File: src/rtl/arb_pkg.sv
// Shared constants and state encoding for the round-robin mux arbiter.
package arb_pkg;
    localparam int N_REQ  = 8;
    localparam int SEL_W  = 3;
    localparam int HOLD_W = 4;

    typedef enum logic {
        IDLE  = 1'b0,
        GRANT = 1'b1
    } state_e;
endpackage

File: src/rtl/rr_pick.sv
// Rotating-priority encoder: first set request scanning ptr, ptr+1, ... mod N_REQ.
import arb_pkg::*;

module rr_pick (
    input  logic [N_REQ-1:0] req,
    input  logic [SEL_W-1:0] ptr,
    output logic [SEL_W-1:0] pick,
    output logic             any
);
    logic [SEL_W-1:0] idx;

    // Scan from the farthest offset down so the closest-to-ptr hit wins last.
    always_comb begin
        pick = '0;
        idx  = '0;
        any  = |req;
        for (int i = N_REQ - 1; i >= 0; i--) begin
            idx = ptr + SEL_W'(i);
            if (req[idx]) pick = idx;
        end
    end
endmodule

File: src/rtl/rr_mux_arbiter.sv
// Round-robin arbiter driving a shared 8:1 data select with bounded bursts.
// Optional RR_ARB_LOCK_EN adds a lock input that suppresses the burst limit.
import arb_pkg::*;

module rr_mux_arbiter #(
    parameter int DATA_W   = 1,
    parameter int MAX_HOLD = 4
) (
    input  logic                    clk,
    input  logic                    rst_n,
    input  logic [N_REQ-1:0]        req,
    input  logic [N_REQ*DATA_W-1:0] din,
    input  logic                    out_ready,
`ifdef RR_ARB_LOCK_EN
    input  logic                    lock,
`endif
    output logic                    out_valid,
    output logic [DATA_W-1:0]       out_data,
    output logic [SEL_W-1:0]        sel,
    output logic [N_REQ-1:0]        grant,
    output logic [N_REQ-1:0]        ack
);
    localparam logic [HOLD_W-1:0] HOLD_LAST = HOLD_W'(MAX_HOLD - 1);

    state_e                  state_q, state_d;
    logic [SEL_W-1:0]        sel_q, sel_d;
    logic [N_REQ-1:0]        grant_q, grant_d;
    logic [SEL_W-1:0]        ptr_q, ptr_d;
    logic [HOLD_W-1:0]       hold_q, hold_d;
    logic [SEL_W-1:0]        pick;
    logic                    any;
    logic                    xfer;
    logic                    lock_act;
    logic [N_REQ-1:0][DATA_W-1:0] lanes;

    assign lanes = din;

`ifdef RR_ARB_LOCK_EN
    assign lock_act = lock;
`else
    assign lock_act = 1'b0;
`endif

    rr_pick u_pick (
        .req  (req),
        .ptr  (ptr_q),
        .pick (pick),
        .any  (any)
    );

    always_comb begin
        state_d   = state_q;
        sel_d     = sel_q;
        grant_d   = grant_q;
        ptr_d     = ptr_q;
        hold_d    = hold_q;
        out_valid = 1'b0;
        out_data  = '0;
        ack       = '0;
        xfer      = 1'b0;
        case (state_q)
            IDLE: begin
                if (any) begin
                    sel_d   = pick;
                    grant_d = N_REQ'(1) << pick;
                    hold_d  = '0;
                    state_d = GRANT;
                end
            end
            GRANT: begin
                out_valid = req[sel_q];
                if (out_valid) out_data = lanes[sel_q];
                xfer = out_valid & out_ready;
                if (xfer) begin
                    ack[sel_q] = 1'b1;
                    // Saturation only matters while lock holds off the release.
                    hold_d = (hold_q == HOLD_LAST) ? hold_q : hold_q + 1'b1;
                end
                if (!out_valid || (xfer && hold_q == HOLD_LAST && !lock_act)) begin
                    state_d = IDLE;
                    grant_d = '0;
                    ptr_d   = sel_q + 1'b1;
                    hold_d  = '0;
                end
            end
            default: state_d = IDLE;
        endcase
    end

    always_ff @(posedge clk or negedge rst_n) begin
        if (!rst_n) begin
            state_q <= IDLE;
            sel_q   <= '0;
            grant_q <= '0;
            ptr_q   <= '0;
            hold_q  <= '0;
        end else begin
            state_q <= state_d;
            sel_q   <= sel_d;
            grant_q <= grant_d;
            ptr_q   <= ptr_d;
            hold_q  <= hold_d;
        end
    end

    assign sel   = sel_q;
    assign grant = grant_q;
endmodule

File: config.mk
export PLATFORM = sky130hd
export DESIGN_NAME = rr_mux_arbiter
export DESIGN_NICKNAME = d
export VERILOG_FILES = /design/src/rtl/arb_pkg.sv /design/src/rtl/rr_pick.sv /design/src/rtl/rr_mux_arbiter.sv
export SDC_FILE = /design/constraint.sdc
export NUM_CORES = 1
export LEC_CHECK = 0
export BUFFER_PORTS_ARGS = -buffer_cell sky130_fd_sc_hd__buf_4
export CORE_MARGIN = 2
export CORE_UTILIZATION = 40
export DETAILED_ROUTE_END_ITERATION = 7
export GPL_ROUTABILITY_DRIVEN = 0
export PLACE_DENSITY = 0.73
export SLEW_MARGIN = 20
export SYNTH_ARGS = -nofsm -noshare
export SYNTH_HDL_FRONTEND = slang
export SYNTH_SLANG_ARGS = --single-unit
File: constraint.sdc
create_clock -name clk -period 3.1 [get_ports clk]
set_clock_uncertainty 0.2 [all_clocks]
set_input_delay 0 -clock clk [delete_from_list [all_inputs] [get_ports clk]]
set_output_delay 0 -clock clk [all_outputs]
set_load 0.01 [all_outputs]
==> impl_results.html <==
<table>
<tr><th>Metric</th><th>Value</th></tr>
<tr><th colspan="2">Layout</th></tr>
<tr><td>Ant. Diodes</td><td>0</td></tr>
<tr><td>Layout Area Growth over Synthesis</td><td>24.9%</td></tr>
<tr><td>Net count, final</td><td>270</td></tr>
<tr><td>Proportion of layout cells with a drive suffix above 1</td><td>36.6%</td></tr>
<tr><td>Final design area excluding fillers</td><td>2480 um^2</td></tr>
<tr><td>Filler cell count in the final layout</td><td>441</td></tr>
<tr><td>Most common library cell in the layout ignoring fill and taps</td><td>sky130_fd_sc_hd__buf_4</td></tr>
<tr><td>Highest-count cells in the layout ignoring fill and taps</td><td>sky130_fd_sc_hd__buf_4, sky130_fd_sc_hd__dfrtp_1, sky130_fd_sc_hd__mux4_2, sky130_fd_sc_hd__nor2_1, sky130_fd_sc_hd__nand2_1</td></tr>
<tr><th colspan="2">Timing</th></tr>
<tr><td>Fin crit period</td><td>2960 ps</td></tr>
<tr><td>Fin worst setup slack</td><td>142 ps</td></tr>
<tr><td>Max-Slew Margin vs Limit</td><td>41.9%</td></tr>
<tr><td>RSZ-0062 raised after global routing</td><td>no</td></tr>
<tr><td>Setup-violating endpoint count in the final report</td><td>0</td></tr>
<tr><td>Max-slew violation total from the final report</td><td>0</td></tr>
<tr><td>Summed negative setup slack over all endpoints</td><td>0 ps</td></tr>
<tr><td>Final-report hold violation count</td><td>0</td></tr>
<tr><td>Crit share post-route</td><td>95.4%</td></tr>
<tr><td>Least-Margin Pin Slew</td><td>868 ps</td></tr>
<tr><td>Max frequency</td><td>338 MHz</td></tr>
<tr><th colspan="2">Global route</th></tr>
<tr><td>Total gr overflow</td><td>0</td></tr>
<tr><td>Pin count of the biggest net entering global routing</td><td>20</td></tr>
<tr><td>Met1 layer usage reported by global route</td><td>25.8%</td></tr>
<tr><td>Antenna violations before repair</td><td>0</td></tr>
<tr><td>Most crowded layer after global routing</td><td>met2</td></tr>
<tr><td>Global-route wire length before repair</td><td>8690 um</td></tr>
<tr><td>Via count of the first global-routing pass</td><td>1,858</td></tr>
<tr><td>Global-route met2 utilization</td><td>34.9%</td></tr>
<tr><td>Total GRT Usage</td><td>19.8%</td></tr>
<tr><td>Global routing met3 resource utilization</td><td>2.57%</td></tr>
<tr><th colspan="2">Floorplan</th></tr>
<tr><td>Num rows</td><td>25</td></tr>
<tr><td>Starting Density</td><td>41.7%</td></tr>
<tr><td>Area of the die</td><td>5540 um^2</td></tr>
<tr><td>I/O pin count</td><td>40</td></tr>
<tr><td>Die Span Y</td><td>74.4 um</td></tr>
<tr><td>Core Box Area</td><td>4750 um^2</td></tr>
<tr><td>Die span in x</td><td>74.4 um</td></tr>
<tr><th colspan="2">Detailed routing</th></tr>
<tr><td>Number of DRC violations after detailed routing</td><td>0</td></tr>
<tr><td>Routed wire length per instance</td><td>16.3 um</td></tr>
<tr><td>Total wirelength of the detailed-routed design</td><td>5120 um</td></tr>
<tr><td>Count of antenna-violating nets left after detailed routing</td><td>0</td></tr>
<tr><td>Per-cell via count in the routed design</td><td>6.00</td></tr>
<tr><td>First-pass detailed-route iteration total</td><td>4</td></tr>
<tr><td>Initial drt markers</td><td>169</td></tr>
<tr><td>Vias after detailed routing</td><td>1,877</td></tr>
<tr><th colspan="2">Critical path</th></tr>
<tr><td>Crit Path Max Fanout</td><td>9</td></tr>
<tr><td>Endpoint required time on the critical path</td><td>3050 ps</td></tr>
<tr><td>FF-to-FF path depth</td><td>6</td></tr>
<tr><td>CP Launch Type</td><td>flip-flop</td></tr>
<tr><td>Worst setup path class</td><td>reg -&gt; reg</td></tr>
<tr><td>Crit end category</td><td>flip-flop</td></tr>
<tr><td>Minimum setup slack among reg-to-reg paths</td><td>140 ps</td></tr>
<tr><td>FF-to-FF Start</td><td>ptr_q[0]</td></tr>
<tr><td>Worst reg2reg path endpoint</td><td>grant[5]</td></tr>
<tr><td>Crit path DAT</td><td>2910 ps</td></tr>
<tr><th colspan="2">Pwr</th></tr>
<tr><td>Portion of total power attributed to sequential cells</td><td>16.2%</td></tr>
<tr><td>Relative contribution of the clock network to total power</td><td>6.2%</td></tr>
<tr><td>Static leakage power</td><td>0.00104 uW</td></tr>
<tr><td>Cell-internal power</td><td>1470 uW</td></tr>
<tr><td>Net Sw Frac</td><td>47.5%</td></tr>
<tr><td>Total net switching power</td><td>1320 uW</td></tr>
<tr><td>Gate power share</td><td>77.6%</td></tr>
<tr><td>Max IR drop VDD</td><td>0.505 mV</td></tr>
<tr><td>Pwr Density</td><td>1130 nW/um^2</td></tr>
<tr><th colspan="2">Yosys</th></tr>
<tr><td>Post-synth cell types</td><td>49</td></tr>
<tr><td>Largest area contributor in the synthesized netlist</td><td>sky130_fd_sc_hd__dfrtp_1</td></tr>
<tr><td>Synthesized cell area</td><td>1980 um^2</td></tr>
<tr><td>Ranking of synthesized cells by area</td><td>sky130_fd_sc_hd__dfrtp_1, sky130_fd_sc_hd__mux4_2, sky130_fd_sc_hd__mux2i_1, sky130_fd_sc_hd__mux2_2, sky130_fd_sc_hd__nor2_1</td></tr>
<tr><td>Area share of the leading cell type in the synthesized netlist</td><td>24.0%</td></tr>
<tr><td>Seq/Total Area, Yosys</td><td>24.0%</td></tr>
<tr><td>Async SR Flop Fraction</td><td>100%</td></tr>
<tr><td>Flip-flop cell with the highest count after synthesis</td><td>sky130_fd_sc_hd__dfrtp_1</td></tr>
<tr><td>Number of enable-type register cells in the synthesized netlist</td><td>0</td></tr>
<tr><td>Synthesized area per cell</td><td>9.63 um^2</td></tr>
<tr><td>Gate count after technology mapping</td><td>206</td></tr>
<tr><td>Post-Syn Nets</td><td>229</td></tr>
<tr><td>Register bit count reported by yosys</td><td>19</td></tr>
<tr><td>Synth warnings</td><td>0</td></tr>
<tr><th colspan="2">Placement</th></tr>
<tr><td>DP Area</td><td>2400 um^2</td></tr>
<tr><td>Post-DP HPWL</td><td>3890 um</td></tr>
<tr><td>Setup slack at placement</td><td>36.2 ps</td></tr>
<tr><td>Count of input and output buffers</td><td>39</td></tr>
<tr><th colspan="2">Min path</th></tr>
<tr><td>Worst hold stages</td><td>4</td></tr>
<tr><td>Worst-case hold path end point</td><td>state_q</td></tr>
<tr><td>Class of the worst hold path</td><td>in -&gt; reg</td></tr>
<tr><td>Min-delay src</td><td>req[0]</td></tr>
<tr><th colspan="2">Run status</th></tr>
<tr><td>Result of the run</td><td>finished clean</td></tr>
<tr><th colspan="2">Clock tree</th></tr>
<tr><td>Number of buffers inserted during clock tree synthesis</td><td>3</td></tr>
<tr><td>Number of buffers on the longest clock path</td><td>2</td></tr>
<tr><td>Number of H-tree levels</td><td>1</td></tr>
<tr><td>Later-pin clock latency in the skew report</td><td>250 ps</td></tr>
<tr><td>Root buffer selected by CTS</td><td>sky130_fd_sc_hd__clkbuf_8</td></tr>
<tr><td>CTS tree</td><td>done</td></tr>
<tr><td>Clock edge transition at the registers on the reported setup and hold paths</td><td>70 ps</td></tr>
<tr><td>Number of clock sinks</td><td>19</td></tr>
<tr><th colspan="2">Flow run</th></tr>
<tr><td>Number of maximum-capacitance constraint violations</td><td>0</td></tr>
</table>
-- flip-flops by register name (all words and copies together), names as in the netlist --
register / count
grant: 8
ptr_q: 3
state_q: 1
sel: 3
hold_q: 4
-- logic make-up (layout without fill, tap and decap cells) --
| group | count (synthesis) | in the layout | share of synthesized area (%) |
|---|---|---|---|
| compound gates | 48 | 48 | 18.1 |
| buf+inv | 23 | 63 | 5.05 |
| flops | 19 | 19 | 24.0 |
| mux | 42 | 42 | 32.2 |
| fa+ha+maj | 4 | 4 | 2.52 |
| xor+xnor | 4 | 4 | 1.77 |
| simple gates | 66 | 66 | 16.4 |
-- synthesized netlist by cell type, types with 6 or more instances --
master,instances
sky130_fd_sc_hd__dfrtp_1,19
sky130_fd_sc_hd__mux4_2,16
sky130_fd_sc_hd__nor2_1,16
sky130_fd_sc_hd__mux2i_1,15
sky130_fd_sc_hd__nand2_1,15
sky130_fd_sc_hd__clkbuf_1,12
sky130_fd_sc_hd__mux2_2,10
sky130_fd_sc_hd__nor3_1,9
sky130_fd_sc_hd__o21ai_0,8
sky130_fd_sc_hd__a21oi_1,6
sky130_fd_sc_hd__and2_1,6
-- power by group through the flow --
| stage | Sequential, uW | Combinational, uW | Clock, uW |
|---|---|---|---|
| 2_1_floorplan | 438 | 1620 | 0 |
| 3_3_place_gp | 452 | 2110 | 0 |
| 6_report | 452 | 2170 | 172 |
| 3_5_place_dp | 457 | 2130 | 0 |
| 5_1_grt | 471 | 2360 | 193 |
| 4_1_cts | 451 | 2140 | 181 |
-- per-stage QoR --
| stage | total power [uW] | hold slack (ps) | instances | utilization [%] |
|---|---|---|---|---|
| 6_report | 2790 | 147 | 313 | 52.1 |
| 5_1_grt | 3020 | 168 | 313 | 52.1 |
| 4_1_cts | 2770 | 133 | 313 | 52.1 |
| 3_5_place_dp | 2590 | -309 | 306 | 50.4 |
| 3_3_place_gp | 2560 | -313 | 306 | 50.4 |
| 2_1_floorplan | 2060 | -496 | 206 | - |
-- layout make-up --
type | count | area, um^2 | area share [%]
multi-input cells | 164 | 1440 | 58.3
flip-flops and latches | 19 | 477 | 19.2
repair buffers | 52 | 398 | 16.1
well taps | 67 | 83.8 | 3.38
clock buffers | 3 | 41.3 | 1.67
inverters | 7 | 28.8 | 1.16
clock inverters | 1 | 5.00 | 0.202
-- critical path, cell delays in order, from the launching register on --
cell and delay (ps):
sky130_fd_sc_hd__dfrtp_2 500, sky130_fd_sc_hd__mux4_2 580, sky130_fd_sc_hd__mux2_4 290, sky130_fd_sc_hd__or3_1 360, sky130_fd_sc_hd__a311o_1 360, sky130_fd_sc_hd__a32o_2 340
sky130_fd_sc_hd__a32o_1 230
-- how the worst max path moves through the flow --
| stage | startpoint | cells past startpoint | to |
|---|---|---|---|
| after global routing | ptr_q[0] | 8 | sel[0] |
| after CTS | ptr_q[0] | 8 | sel[0] |
| after detailed placement | ptr_q[0] | 8 | sel[0] |
| after global placement | ptr_q[0] | 8 | sel[0] |
| after floorplan | ptr_q[0] | 11 | sel[0] |
| final | ptr_q[0] | 6 | grant[5] |
-- per-layer routing --
| metal | routed length (um) | vias to the layer above |
|---|---|---|
| li1 | - | 877 |
| met1 | 2210 | 914 |
| met2 | 2590 | 78 |
| met3 | 261 | 8 |
| met4 | 54 | 0 |
| met5 | 0 | - |
-- what timing repair did --
item / CTS / global route
resized for setup: 0 / 2
setup buffers: 0 / 0
endpoints found under the setup margin: 0 / 9
hold endpoints to repair: 20 / 0
hold buffers: 3 / 0
No activity file was read; power rests on OpenSTA's default activity.
